### config.mk
export PLATFORM = sky130hd
export DESIGN_NAME = qam_sym_scheduler
export DESIGN_NICKNAME = d
export VERILOG_FILES = /design/src/rtl/qam_sym_scheduler.sv
export SDC_FILE = /design/constraint.sdc
export NUM_CORES = 1
export LEC_CHECK = 0
export ABC_CLOCK_PERIOD_IN_PS = 7400
export CORE_MARGIN = 8
export CORE_UTILIZATION = 55
export CTS_CLUSTER_DIAMETER = 200
export DETAILED_ROUTE_END_ITERATION = 10
export PLACE_DENSITY = 0.76
export SYNTH_ARGS = -nofsm -noshare
export SYNTH_HDL_FRONTEND = slang
export SYNTH_SLANG_ARGS = --single-unit
### constraint.sdc
create_clock -name clk -period 7.4 [get_ports clk]
set_clock_uncertainty 0.1 [all_clocks]
set_input_delay 1.11 -clock clk [delete_from_list [all_inputs] [get_ports clk]]
set_output_delay 1.11 -clock clk [all_outputs]
set_load 0.005 [all_outputs]
### src/rtl/qam_sym_scheduler.sv
// Purpose: paces payload bits into 1..4-bit QAM symbol indices at a programmable symbol rate (optional stats: QAM_SCHED_STATS_EN).
// Latency: symbol strobe/bits and underrun are registered one cycle after the period tick; in_ready is combinational.
// Backpressure: in_ready only in RUN with <=4 buffered bits; a tick with too few bits in RUN raises underrun.
module qam_sym_scheduler #(
   parameter int DIV_W = 8
) (
   input  logic             clk,
   input  logic             rst,
   input  logic             enable,
   input  logic [1:0]       mode,
   input  logic [DIV_W-1:0] sym_div,
   input  logic [7:0]       in_data,
   input  logic             in_valid,
   output logic             in_ready,
   output logic             sym_select,
   output logic [3:0]       sym_bits,
   output logic             underrun,
   output logic             busy
`ifdef QAM_SCHED_STATS_EN
   ,
   output logic [15:0]      sym_count
`endif
);

   typedef enum logic [1:0] {
      ST_IDLE  = 2'd0,
      ST_RUN   = 2'd1,
      ST_DRAIN = 2'd2
   } state_e;

   state_e           state_q, state_d;
   logic [11:0]      buf_q, buf_d;
   logic [3:0]       fill_q, fill_d;
   logic [DIV_W-1:0] cnt_q, cnt_d;
   logic [1:0]       mode_q, mode_d;
   logic [DIV_W-1:0] div_q, div_d;
   logic             sym_select_q, sym_select_d;
   logic [3:0]       sym_bits_q, sym_bits_d;
   logic             underrun_q, underrun_d;

   logic             start_run;
   logic             enter_run;
   logic             tick;
   logic             emit;
   logic             pad;
   logic             accept;
   logic [3:0]       k4;
   logic [3:0]       sym_val;
   logic [11:0]      buf_shift;
   logic [3:0]       fill_rem;

   // State register
   always_ff @(posedge clk or negedge rst) begin
      if (!rst) begin
         state_q <= ST_IDLE;
      end else begin
         state_q <= state_d;
      end
   end

   // Next-state: enable wins over draining so buffered bits survive a quick re-enable
   always_comb begin
      state_d = state_q;
      case (state_q)
         ST_IDLE:  if (enable) state_d = ST_RUN;
         ST_RUN:   if (!enable) state_d = ST_DRAIN;
         ST_DRAIN: begin
            if (enable) begin
               state_d = ST_RUN;
            end else if (fill_q == 4'd0) begin
               state_d = ST_IDLE;
            end
         end
         default:  state_d = ST_IDLE;
      endcase
   end

   // FSM outputs: input acceptance only while running with room for a full byte
   always_comb begin
      in_ready = (state_q == ST_RUN) && (fill_q <= 4'd4);
      busy     = (state_q != ST_IDLE);
   end

   // Symbol datapath: period tick, symbol extraction and buffer update
   always_comb begin
      start_run = (state_q == ST_IDLE) && (state_d == ST_RUN);
      enter_run = (state_q != ST_RUN) && (state_d == ST_RUN);
      k4        = {2'b00, mode_q} + 4'd1;
      tick      = busy && (cnt_q == div_q);
      accept    = in_valid && in_ready;
      // Bits below the fill level are always zero, so the top nibble is already LSB-padded
      sym_val   = buf_q[11:8] >> (4'd4 - k4);
      pad       = tick && (state_q == ST_DRAIN) && (fill_q != 4'd0) && (fill_q < k4);
      emit      = (tick && (fill_q >= k4)) || pad;

      buf_shift = buf_q;
      fill_rem  = fill_q;
      if (pad) begin
         buf_shift = 12'd0;
         fill_rem  = 4'd0;
      end else if (emit) begin
         buf_shift = buf_q << k4;
         fill_rem  = fill_q - k4;
      end

      // fill_rem <= 4 whenever a byte is accepted, so the byte always fits below the remainder
      buf_d  = buf_shift;
      fill_d = fill_rem;
      if (accept) begin
         buf_d  = buf_shift | ({in_data, 4'b0000} >> fill_rem);
         fill_d = fill_rem + 4'd8;
      end

      cnt_d = cnt_q;
      if (enter_run || !busy) begin
         cnt_d = '0;
      end else if (tick) begin
         cnt_d = '0;
      end else begin
         cnt_d = cnt_q + 1'b1;
      end

      mode_d = mode_q;
      div_d  = div_q;
      if (start_run) begin
         mode_d = mode;
         div_d  = sym_div;
      end

      sym_select_d = emit;
      sym_bits_d   = emit ? sym_val : sym_bits_q;
      underrun_d   = tick && (state_q == ST_RUN) && (fill_q < k4);
   end

   // Datapath registers
   always_ff @(posedge clk or negedge rst) begin
      if (!rst) begin
         buf_q        <= 12'd0;
         fill_q       <= 4'd0;
         cnt_q        <= '0;
         mode_q       <= 2'd0;
         div_q        <= '0;
         sym_select_q <= 1'b0;
         sym_bits_q   <= 4'd0;
         underrun_q   <= 1'b0;
      end else begin
         buf_q        <= buf_d;
         fill_q       <= fill_d;
         cnt_q        <= cnt_d;
         mode_q       <= mode_d;
         div_q        <= div_d;
         sym_select_q <= sym_select_d;
         sym_bits_q   <= sym_bits_d;
         underrun_q   <= underrun_d;
      end
   end

   assign sym_select = sym_select_q;
   assign sym_bits   = sym_bits_q;
   assign underrun   = underrun_q;

`ifdef QAM_SCHED_STATS_EN
   logic [15:0] sym_cnt_q, sym_cnt_d;

   // Emitted-symbol counter, saturating, restarted with each new run
   always_comb begin
      sym_cnt_d = sym_cnt_q;
      if (start_run) begin
         sym_cnt_d = 16'd0;
      end else if (emit && (sym_cnt_q != 16'hFFFF)) begin
         sym_cnt_d = sym_cnt_q + 16'd1;
      end
   end

   // Stats register
   always_ff @(posedge clk or negedge rst) begin
      if (!rst) begin
         sym_cnt_q <= 16'd0;
      end else begin
         sym_cnt_q <= sym_cnt_d;
      end
   end

   assign sym_count = sym_cnt_q;
`endif

endmodule

# After elaboration in Yosys (flattened, before gate mapping)
# Cells that the tools add are included.
[totals]
ff_bits = 42
out_inout_bits = 8
elab_cells = 57
[op_classes]
order_cmp = 3
bitwise = 1
addsub = 5
shifts = 3
reduce_logical = 18
eq_ne = 5
mux = 13
[op_table]
columns = ["op", "count"]
rows = [
  ["2-to-1 mux 12 bit", 3],
  ["2-to-1 mux 8 bit", 2],
  ["2-to-1 mux 4 bit", 3],
  ["bitwise OR 12 bit", 1],
  ["left shift 12 x 3 -> 12 bit", 1],
  [">> shifter 12 x 4 -> 12 bit", 1],
  ["logical AND 1 bit", 11],
  ["adder 8 x 1 -> 8 bit (second input constant)", 1],
  ["== test 8 bit", 1],
  ["2-to-1 mux 2 bit", 4],
  ["case mux 2 bit (3 select lines)", 1],
  ["adder 4 bit (second input constant)", 1],
  ["== test 2 x 1 -> 1 bit (second input constant)", 2],
  [">= comparator 4 x 3 -> 1 bit", 1],
  ["less-or-equal comparator 4 x 3 -> 1 bit (second input constant)", 1],
  ["logical NOT 4 bit", 1],
  ["less-than comparator 4 x 3 -> 1 bit", 1],
  ["nonzero test 4 bit", 1],
  [">> shifter 4 x 4 -> 4 bit", 1],
  ["subtractor 3 x 3 -> 4 bit (first input constant)", 1],
  ["subtractor 4 x 3 -> 4 bit", 1],
  ["adder 2 x 1 -> 3 bit (second input constant)", 1],
  ["== test 2 bit (second input constant)", 1],
  ["logical NOT 2 bit", 1],
  ["other kinds (4)", 5],
]

# Longest topological paths before layout
[depth]
depth_word = 11
depth_mapped = 16
mapped_depth_nobuf = 13

# Worst setup path after synthesis
# No wires, ideal clock.
[synth_timing]
path_type = "register to register"
startpoint = "register mode_q[0]"
endpoint = "register buf_q[2]"
required_ns = 7.166
period_less_slack_ns = 3.303
setup_ns = 0.134
path_stages_with_launch = 16
setup_slack_ns = 4.097
t_arrival_ns = 3.068
path_cell_list = "dfrtp_1 -> clkbuf_1 -> clkbuf_1 -> inv_1 -> ha_1 -> inv_1 -> ha_1 -> a211oi_1 -> o21ai_0 -> or2_4 -> nand2_2 -> a21oi_1 -> clkinv_1 -> mux2_2 -> a32oi_1 -> o211ai_1"
[synth_between]
elab_chain_len = 9
elab_cells_between_ends = 15
classes_between = "add/sub (2); order compare (2); shift (2); mux (5); bitwise (1); reduce/logical (3)"
[synth_lines]
columns = ["element", "line_no", "text"]
rows = [
  ["start: declaration", "35", "logic [1:0] mode_q, mode_d;"],
  ["start signal: assignment", "150", "mode_q <= mode_d;"],
  ["adder 2 x 1 -> 3 bit (*)", "88", "k4 = {2'b00, mode_q} + 4'd1;"],
  [">= comparator 4 x 3 -> 1 bit or less-than comparator 4 x 3 -> 1 bit (tied branches)", "94, 93", ""],
  ["logical AND 1 bit, on equally long branches", "94, 93", ""],
  ["logical OR 1 bit", "94", "emit = (tick && (fill_q >= k4)) || pad;"],
  ["2-to-1 mux 4 bit", "101", "end else if (emit) begin"],
  ["2-to-1 mux 4 bit", "98", "if (pad) begin"],
  [">> shifter 12 x 4 -> 12 bit", "110", "buf_d = buf_shift | ({in_data, 4'b0000} >> fill_rem);"],
  ["bitwise OR 12 bit", "110", ""],
  ["2-to-1 mux 12 bit (*)", "109", "if (accept) begin"],
  ["via buf_d[2]", "32", "logic [11:0] buf_q, buf_d;"],
  ["end signal: assignment", "147", "buf_q <= buf_d;"],
  ["end: declaration", "32", ""],
]
# The timed path passes the listed nets; every way through them passes the cells marked *.
# A chain may end at the register's enable or synchronous reset.

# Final worst setup path
# Same ends and word-level chain as after synthesis.

==> summary.md <==
| Metric | Value |
|---|---|
| Cells after synthesis | 303 |
| Final Core Density | 0.655 |
| Die Ht | 86.7 µm |
| Max Cap Violations | 0 |
| Top cells by area, synth | dfrtp_1 (38%), mux2_2 (7.0%), mux2i_1 (4.4%) |
| WL/cell | 16.4 µm |
| Root Driver | clkbuf_8 |
| Final instance area | 0.00313 mm² |
| Tcrit/Tclk final | 0.738 |
| Hold violation total from the final report | 0 |
| Setup WS pre-CTS | 2070 ps |
| Fmax achieved | 183 MHz |
| Area after DPL | 0.00304 mm² |
| Dominant cell type by area after synthesis | dfrtp_1 |
| Vias in the first global route | 2369 |
| Initial antenna violation count | 0 |
| Site Rows | 25 |
| Critical path endpoint category | register |
| Unrepaired setup endpoints after global routing | no |
| Slew @ Worst Pin | 1110 ps |
| Relative slew slack | 0.263 |
| Final hold slack | 380 ps |
| Mapped cell area | 0.00275 mm² |
| Syn Nets | 330 |
| Ys flop type | dfrtp_1 |
| Register area share after synthesis | 0.383 |
| Placer congestion estimate | 0.846 |
| Die X-Extent | 86.7 µm |
| DP HPWL | 4.85 mm |
| CP Max Fanout | 23 |
| Setup repair bufs after CTS | 0 |
| Filler instances | 416 |
| Die ar. | 0.00751 mm² |
| Routed WL | 6.43 mm |
| Port Buffers | 29 |
| Pwr dens | 301 mW/mm² |
| Hold-fix buffers, CTS | 0 |
| Diode count | 0 |
| CTS resizes | 0 |
| CTS H-tree depth | 2 |
| Worst path slowest cell | a21oi_1 |
| Fraction of layout cells with a size suffix above 1 | 0.111 |
| Crit path launch type | register |
| Detail Route Antenna Nets | 0 |
| First-pass GRT wire length | 11.4 mm |
| Starting density of the core | 0.574 |
| Initial DRC Count | 156 |
| Setup TNS | 0 ps |
| Min-Delay Path Class | reg -> reg |
| Critical path type | reg -> reg |
| Delay of the slowest critical-path stage | 980 ps |
| Final layout net count | 351 |
| Cts bufs inserted | 5 |
| Syn-to-layout area delta | 14.1% |
| Synth cell types | 57 |
| #FFs+latches synth | 42 |
| Clock latency on the worst-skew pair | 290 ps |
| Data arrival, critical path | 5540 ps |
| Cell mode on critical path | ha_1 |
| Routed via count | 2326 |
| CP bufs+invs | 2 |
| Reg clk slew, reported paths | 80 ps |
| Post-synth EDFFs | 0 |
| Vias per inst | 5.93 |
| Total iterations of the first detailed-routing run | 5 |
| CTS tree | done |
| CP top delay family | compound AO/OA/AOI/OAI gates |
| Status | completed |
| Core ar. | 0.00479 mm² |
| CP Data Required Time | 7470 ps |
| DRC | 0 |
| Fin worst setup slack | 1940 ps |
| Final Power | 943 µW |
| GR Overflow Total | 0 |
| Synth top area share | 0.383 |
| Crit-path cells | ha_1 -> inv_1 -> ha_1 -> nand2_1 -> o21ai_0 -> or2_4 -> nand2_2 -> a21oi_1 -> clkinv_1 -> mux2_2 -> a32oi_1 -> o211ai_1 |
| # IOs | 30 |
| Post-synth ARST share | 1.00 |
| Placed insts | 384 |
| Max-slew violations | 0 |
| Fin cells | 392 |
| Tot GR Track Use | 0.187 |
| Largest net degree at the start of global routing | 43 |
| Synth Warn # | 0 |
| Clock Tree Buf Depth | 2 |
| Post-Syn Area per Cell | 9.07 µm² |
| Minimum clock period | 5460 ps |
| Leak | 1.29 nW |
| Final setup viols | 0 |
| Worst vdd ir | 0.143 mV |
| Clk sinks | 42 |
sequential cells by signal, summed over array words and instances, names as in the netlist:
register    flops
underrun        1
div_q           8
cnt_q           8
state_q         2
fill_q          4
sym_bits        4
sym_select      1
buf_q          12
mode_q          2
synth_stat cells, drive strengths merged (2+ instances only):
master,instances
o21a,3
o21ai,21
a31oi,3
nand2b,3
nand4,4
or2,4
ha,5
a221o,2
a21o,3
buf,6
clkbuf,9
o31ai,3
xor2,5
and3,4
xnor2,12
nor3,4
nand3,14
nand2,31
a21oi,21
mux2,17
o221ai,2
mux2i,12
a211oi,6
and4,2
clkinv,2
o211ai,10
o22ai,2
inv,13
nor3b,2
dfrtp,42
nor2,23
layout make-up:
| cell class | instances | area, µm² | area share |
|---|---|---|---|
| Clock buffer | 7 | 86.3 | 0.0275 |
| Clock inverter | 1 | 5.00 | 0.00160 |
| Inverter | 15 | 56.3 | 0.0180 |
| Multi-Input combinational cell | 231 | 1570 | 0.500 |
| Sequential cell | 42 | 1050 | 0.335 |
| Tap cell | 67 | 83.8 | 0.0267 |
| Timing Repair Buffer | 29 | 285 | 0.0910 |
final timing paths:
kind | start | endpoint | slack [ps] | cells after the start
worst max-delay path | mode_q[0] | buf_q[2] | 1940 | 12
worst min-delay path | sym_bits[3] | sym_bits[3] | 380 | 2
worst max register to register | mode_q[0] | buf_q[2] | 1940 | 12
worst min register to register | sym_bits[3] | sym_bits[3] | 380 | 2
max in group asynchronous | rst | sym_bits[1] | 5770 | 1
min in group asynchronous | rst | div_q[0] | 850 | 1
tightest hold or removal path: cells and delay by family (launching register included):
kind	cells	cell delay (ps)
AO/OA/AOI/OAI	1	50
AND/OR/NAND/NOR	1	50
flip-flops	1	350
cells in the final DEF (no fill, tap or decap), drive strengths merged, types with 4 or more instances in the layout:
cell	instances
xnor2	12
xor2	5
a21oi	21
mux2	17
mux2i	12
nand2	31
and3	4
o21ai	21
clkdlybuf4s50	28
or2	4
inv	13
ha	5
nor3	4
dfrtp	42
a211oi	6
clkbuf	7
nor2	23
nand4	4
nand3	14
o211ai	10
logic make-up after synthesis:
family	synth area share
compound gates	0.201
xor+xnor	0.0542
fa+ha+maj	0.0264
buf+inv	0.0474
flops	0.383
mux	0.113
simple gates	0.175
where the power goes:
group	total [mW]	switching (mW)	internal (mW)	leakage [nW]
Clock	0.151	0.0754	0.0752	0.0482
Combinational	0.444	0.243	0.200	0.745
Sequential	0.348	0.0628	0.286	0.501
Total	0.943	0.381	0.561	1.29
layer usage:
metal / vias to the layer above / wire length, µm / part of all wire / GRT usage
li1: 1141 / - / - / -
met3: 14 / 288 / 0.045 / 0.0425
met4: 0 / 124 / 0.019 / 0.0704
met5: - / 0 / 0 / 0
met2: 68 / 3050 / 0.47 / 0.306
met1: 1103 / 2970 / 0.46 / 0.233
No activity file was read; power rests on OpenSTA's default activity.
